$ cat config.mk
export PLATFORM = sky130hd
export DESIGN_NAME = mem_loader
export DESIGN_NICKNAME = d
export VERILOG_FILES = /design/src/rtl/loader_pkg.sv /design/src/rtl/gap_timer.sv /design/src/rtl/mem_loader.sv
export SDC_FILE = /design/constraint.sdc
export NUM_CORES = 1
export LEC_CHECK = 0
export BUFFER_PORTS_ARGS = -buffer_cell sky130_fd_sc_hd__buf_4
export CORE_ASPECT_RATIO = 0.7
export CORE_MARGIN = 2
export CORE_UTILIZATION = 64
export CTS_CLUSTER_DIAMETER = 60
export DETAILED_ROUTE_END_ITERATION = 10
export PLACE_DENSITY = 0.92
export SYNTH_ARGS = -nofsm -noshare
export SYNTH_HDL_FRONTEND = slang
export SYNTH_HIERARCHICAL = 1
export SYNTH_SLANG_ARGS = --single-unit
$ cat constraint.sdc
create_clock -name clk -period 10.1 [get_ports clk]
set_input_delay 0.505 -clock clk [delete_from_list [all_inputs] [get_ports clk]]
set_output_delay 0.505 -clock clk [all_outputs]
set_load 0.03 [all_outputs]
$ cat src/rtl/loader_pkg.sv
// Shared definitions for the serial memory loader: frame-parser states and
// default values for the sync byte and the inter-byte timeout.
package loader_pkg;

   localparam logic [7:0] SYNC_BYTE_DEF = 8'h4C;
   localparam int         TIMEOUT_DEF   = 100000;

   typedef enum logic [2:0] {
      ST_IDLE,
      ST_ADDR_H,
      ST_ADDR_L,
      ST_LEN_H,
      ST_LEN_L,
      ST_DATA,
      ST_WRITE,
      ST_CSUM
   } state_e;

endpackage

$ cat src/rtl/gap_timer.sv
// Counts idle cycles between accepted frame bytes and flags when the allowed
// gap has been used up.
module gap_timer
   import loader_pkg::*;
#(
   parameter int TIMEOUT = TIMEOUT_DEF
) (
   input  logic clk,
   input  logic clear,
   input  logic enable,
   output logic expired
);

   localparam int CW = $clog2(TIMEOUT + 1);
   localparam logic [CW-1:0] LAST = CW'(TIMEOUT - 1);

   logic [CW-1:0] gap_q;

   // Expiry lands on the TIMEOUT-th consecutive cycle without an accepted byte.
   assign expired = enable && !clear && (gap_q == LAST);

   always_ff @(posedge clk) begin
      if (clear || !enable) begin
         gap_q <= '0;
      end else if (gap_q != LAST) begin
         gap_q <= gap_q + 1'b1;
      end
   end

endmodule

$ cat src/rtl/mem_loader.sv
// Receives framed bytes (SYNC, address, length, data, checksum) and writes the
// payload into memory while holding the CPU in reset.
module mem_loader
   import loader_pkg::*;
#(
   parameter logic [7:0] SYNC_BYTE = SYNC_BYTE_DEF,
   parameter int         TIMEOUT   = TIMEOUT_DEF
) (
   input  logic        clk,
   input  logic        reset,
   input  logic [7:0]  rx_data,
   input  logic        rx_valid,
   output logic        rx_ready,
   output logic [15:0] mem_addr,
   output logic [7:0]  mem_data,
   output logic        mem_wr,
   output logic        cpu_hold,
   output logic        done,
   output logic        err
);

   state_e      state_q;
   logic [15:0] addr_q;
   logic [15:0] count_q;
   logic [7:0]  data_q;
   logic [7:0]  sum_q;
   logic        done_q;
   logic        err_q;
   logic        accept;
   logic        expired;

   // Strobes are gated by reset so nothing leaks out during the reset cycle itself.
   assign rx_ready = !reset && (state_q != ST_WRITE);
   assign accept   = rx_valid && rx_ready;
   assign mem_wr   = !reset && (state_q == ST_WRITE);
   assign cpu_hold = !reset && (state_q != ST_IDLE);
   assign done     = !reset && done_q;
   assign err      = !reset && err_q;
   assign mem_addr = addr_q;
   assign mem_data = data_q;

   gap_timer #(.TIMEOUT(TIMEOUT)) u_gap_timer (
      .clk     (clk),
      .clear   (reset || accept),
      .enable  (state_q != ST_IDLE),
      .expired (expired)
   );

   always_ff @(posedge clk) begin
      if (reset) begin
         state_q <= ST_IDLE;
         addr_q  <= '0;
         count_q <= '0;
         data_q  <= '0;
         sum_q   <= '0;
         done_q  <= 1'b0;
         err_q   <= 1'b0;
      end else begin
         done_q <= 1'b0;
         err_q  <= 1'b0;
         if (expired) begin
            state_q <= ST_IDLE;
            err_q   <= 1'b1;
         end else begin
            case (state_q)
               ST_IDLE: begin
                  if (accept && (rx_data == SYNC_BYTE)) begin
                     state_q <= ST_ADDR_H;
                     sum_q   <= '0;
                     count_q <= '0;
                  end
               end
               ST_ADDR_H: begin
                  if (accept) begin
                     addr_q[15:8] <= rx_data;
                     state_q      <= ST_ADDR_L;
                  end
               end
               ST_ADDR_L: begin
                  if (accept) begin
                     addr_q[7:0] <= rx_data;
                     state_q     <= ST_LEN_H;
                  end
               end
               ST_LEN_H: begin
                  if (accept) begin
                     count_q[15:8] <= rx_data;
                     state_q       <= ST_LEN_L;
                  end
               end
               ST_LEN_L: begin
                  if (accept) begin
                     count_q[7:0] <= rx_data;
                     state_q      <= ({count_q[15:8], rx_data} == 16'd0) ? ST_CSUM : ST_DATA;
                  end
               end
               ST_DATA: begin
                  if (accept) begin
                     data_q  <= rx_data;
                     sum_q   <= sum_q + rx_data;
                     state_q <= ST_WRITE;
                  end
               end
               ST_WRITE: begin
                  addr_q  <= addr_q + 16'd1;
                  count_q <= count_q - 16'd1;
                  state_q <= (count_q == 16'd1) ? ST_CSUM : ST_DATA;
               end
               ST_CSUM: begin
                  if (accept) begin
                     if (rx_data == sum_q) begin
                        done_q <= 1'b1;
                     end else begin
                        err_q <= 1'b1;
                     end
                     state_q <= ST_IDLE;
                  end
               end
               default: state_q <= ST_IDLE;
            endcase
         end
      end
   end

endmodule

==> results.md <==
## Logic synthesis
• post-synthesis cell area: 0.004146 mm2
• leading cell types by total area after synthesis: dfxtp_1 34%, a21oi_1 6.3%, nor2_1 4.0%
• simple-gate area share of the yosys netlist: 25.95%
• complex-gate fraction of the synthesized area: 28.12%
• library cell with the largest summed area after synthesis: dfxtp_1
• Yosys warnings: 6
• post-synthesis average cell area: 7.898 um2
• post-synthesis xor/xnor area fraction: 2.957%
• count of flip-flops with a built-in enable after synthesis: 0
• nets in the synthesized netlist: 548
• number of standard cells after synthesis: 525
• largest family of logic cells by synthesized area: compound AO/OA/AOI/OAI gates
• count of cell types in the netlist: 71
• FF+latch count, synth: 70
• post-synthesis mux area share: 0.2414%
• Most used DFF post-synth: dfxtp_1
• Adder-Cell Fraction of Synth Area: 3.802%
• sequential-to-total area share from yosys stat: 33.80%
• async set or reset register ratio after synthesis: 0%
• area fraction of the dominant cell type after synthesis: 33.80%

## Floorplan
• die footprint: 0.007149 mm2
• core footprint: 0.006246 mm2
• boundary pin count: 40
• vertical extent of the die: 71.35 um
• number of placement rows: 24
• Initial Utilization: 66.39%
• width of the die: 100.2 um

## Route
• number of detailed-route iterations in the first pass: 5
• final routed DRC violation total: 0
• ratio of routed vias to standard cells: 7.035
• antenna-violating nets left: 0
• iteration-0 DRC count of the detailed router: 448
• detailed-route wire length: 11,710 um
• number of vias in the routed layout: 4,383
• routed length per instance: 18.80 um

## Setup path
• series of cell instances along the critical path: nand3b_1 > buf_4 > nand2_1 > nand2_1 > nand2b_1 > nor2_1 > nor3b_1 > and3_1 > nor2_1 > o21ai_0 > a31oi_1
• Reg2Reg Setup Slack: 6.02 ns
• Worst R2R End: sum_q[7]
• depth of the worst register-to-register path: 11
• CP peak stage delay: 0.65 ns
• worst reg2reg path startpoint: state_q[0]
• data arrival time of the critical path: 4.29 ns
• highest fanout seen on the critical path: 41
• Critical Path Sink Type: register
• data required time at the worst endpoint: 10.31 ns
• crit path max-delay cell type: nand2b_1
• type of origin of the critical path: register
• kind of critical path: register to register

## Global routing
• first-pass GRT wire length: 19,400 um
• via count of the first global-routing pass: 3,977
• antenna violations before repair: 0
• aggregate global routing overflow: 0
• pin count of the biggest net entering global routing: 61
• combined global-route utilization of all metal layers: 33.53%

## Timing
• achievable frequency: 245.2 MHz
• setup tns final: 0 ns
• minimum period implied by the final worst setup slack: 4.079 ns
• final worst path period share: 40.39%
• actual transition at the worst max-transition pin: 1.038 ns
• Final Hold Fails: 0
• headroom to the max-slew limit: 30.79%
• crit path setup slack, layout: 6.021 ns
• maximum clock skew at final layout: 0.01138 ns
• Final setup viols: 0
• max-slew violation total from the final report: 0
• unrepaired setup endpoints after global routing: false

## Cells and area
• multi-input combinational cell area: 0.002532 mm2
• filler instances: 478
• layout-stage area growth over the synthesis result: 9.807%
• number of nets in the finished design: 565
• share of final-layout standard cells stronger than drive strength 1: 12.66%
• Antenna diodes: 0
• total area of sequential cells: 0.001401 mm2

## Status
• outcome: completed

## Worst hold path
• capture endpoint of the worst hold path: mem_data[7]
• instance count along the most critical hold path: 2
• startpoint of the lowest-slack hold path: mem_data[7]
• class of the tightest hold or removal check: register to register

## Clocking
• Sink Count: 70
• TritonCTS clock tree: built
• H-Tree Level Count: 3
• buffers from clock root to sink, at most: 2
• number of CTS-inserted buffers: 9
• Gates resized, CTS repair: 0
• clock root cell: clkbuf_8
• Reg clk slew, reported paths: 0.08 ns
• hold bufs inserted after CTS: 0
• insertion delay to the later sink of the worst-skew pair: 0.35 ns
• post-CTS setup-driven buffer insertion count: 0

## Pwr
• Leak: 0.001563 uW
• pwr/cell area: 108.5 mW/mm2
• worst voltage drop across the vdd grid: 0.00007780 V

## Placement
• count of input and output buffers: 39
• detailed placement HPWL: 7813 um
• pre-CTS worst setup slack: 5.869 ns
• final weighted congestion in routability-driven placement: 0.9308

## Run
• Max-cap violations: 0

[power breakdown]
part	switching [uW]	internal, uW	leakage, uW	total, uW
combinational	18.2	7.77	0.000922	25.9
clock	106	86.0	0.0000780	192
sequential	0.0964	276	0.000563	276
[placed cells by master (no fill, tap or decap), drive strengths merged, types with 8 or more instances in the layout]
cell type and instances:
and3 8, o311ai 13, nor4 14, nor3 26
nor2 44, ha 11, a21o 8, o21ai 25
buf 41, a21oi 52, nand2 43, xnor2 11
o31ai 16, clkbuf 10, inv 16, nand3 19
a211oi 9, dfxtp 70, a31oi 8
[registers in the layout, indices dropped and copies added, names as in the netlist]
name,count
mem_addr,16
count_q,16
state_q,3
sum_q,8
u_gap_timer/gap_q,17
err_q,1
mem_data,8
done_q,1
[layout make-up]
class / count / share of cell area (%)
inverter: 16 / 1.319
tap: 78 / 2.143
timing repair buffer: 41 / 6.760
clock buffer: 10 / 2.803
sequential: 70 / 30.78
clock inverter: 4 / 0.5771
multi-input combinational: 404 / 55.62
[worst max path at each step]
stage	start	endpoint	slack (ns)	cells after the start
floorplan	state_q[0]	sum_q[7]	6.88	13
global placement	reset	sum_q[7]	6.18	11
detailed placement	reset	sum_q[7]	5.87	11
CTS	state_q[0]	sum_q[7]	6.15	11
global route	state_q[0]	sum_q[5]	5.64	11
finish	state_q[0]	sum_q[7]	6.02	11
[kinds of logic after synthesis]
| kind of cell | count (synthesis) |
|---|---|
| and+or+nand+nor | 203 |
| adders and majority gates | 12 |
| AOI/OAI and AO/OA | 174 |
| buffers and inverters | 51 |
| muxes | 1 |
| xor gates and xnor gates | 14 |
| DFF | 70 |
[synthesized netlist by cell type, drive strengths merged, types with 5 or more instances]
library cell and number:
a211oi 9, a21o 8, a21oi 52, a22oi 6, a31oi 8, a32oi 6, and3 8, buf 11
clkbuf 24, dfxtp 70, ha 11, inv 16, nand2 43, nand3 19, nand4 7, nor2 44
nor2b 7, nor3 26, nor4 14, o21ai 25, o311ai 13, o31ai 16, or3 5, or4 6
xnor2 11
[critical path: cells and delay by family (launching register included)]
| kind | cells | cell delay (ns) |
|---|---|---|
| flip-flops | 1 | 0.62 |
| AND/OR/NAND/NOR | 8 | 2.57 |
| buffers and inverters | 1 | 0.39 |
| AO/OA/AOI/OAI | 2 | 0.35 |
[metrics by stage]
| step | area (um2) | std cells | hold slack [ns] | utilization (%) | total power, uW |
|---|---|---|---|---|---|
| global route | 4553 | 623 | 0.4831 | 72.90 | 506.2 |
| finish | 4553 | 623 | 0.4590 | 72.90 | 493.9 |
| detailed placement | 4399 | 609 | 0.4497 | 70.43 | 306.9 |
| global placement | 4399 | 609 | 0.4464 | 70.43 | 306.0 |
| floorplan | 4146 | 525 | 0.4519 | - | 295.7 |
| CTS | 4553 | 623 | 0.4596 | 72.90 | 493.3 |
[metal layers]
layer  wire length (um)  track usage [%]  vias to the layer above
li1                   -                -                     2009
met4                387            16.44                        0
met1               4993            47.48                     2017
met3               1267            7.610                       54
met2               5066            48.32                      303
met5                  0                0                        -
No activity file was read; power rests on OpenSTA's default activity.
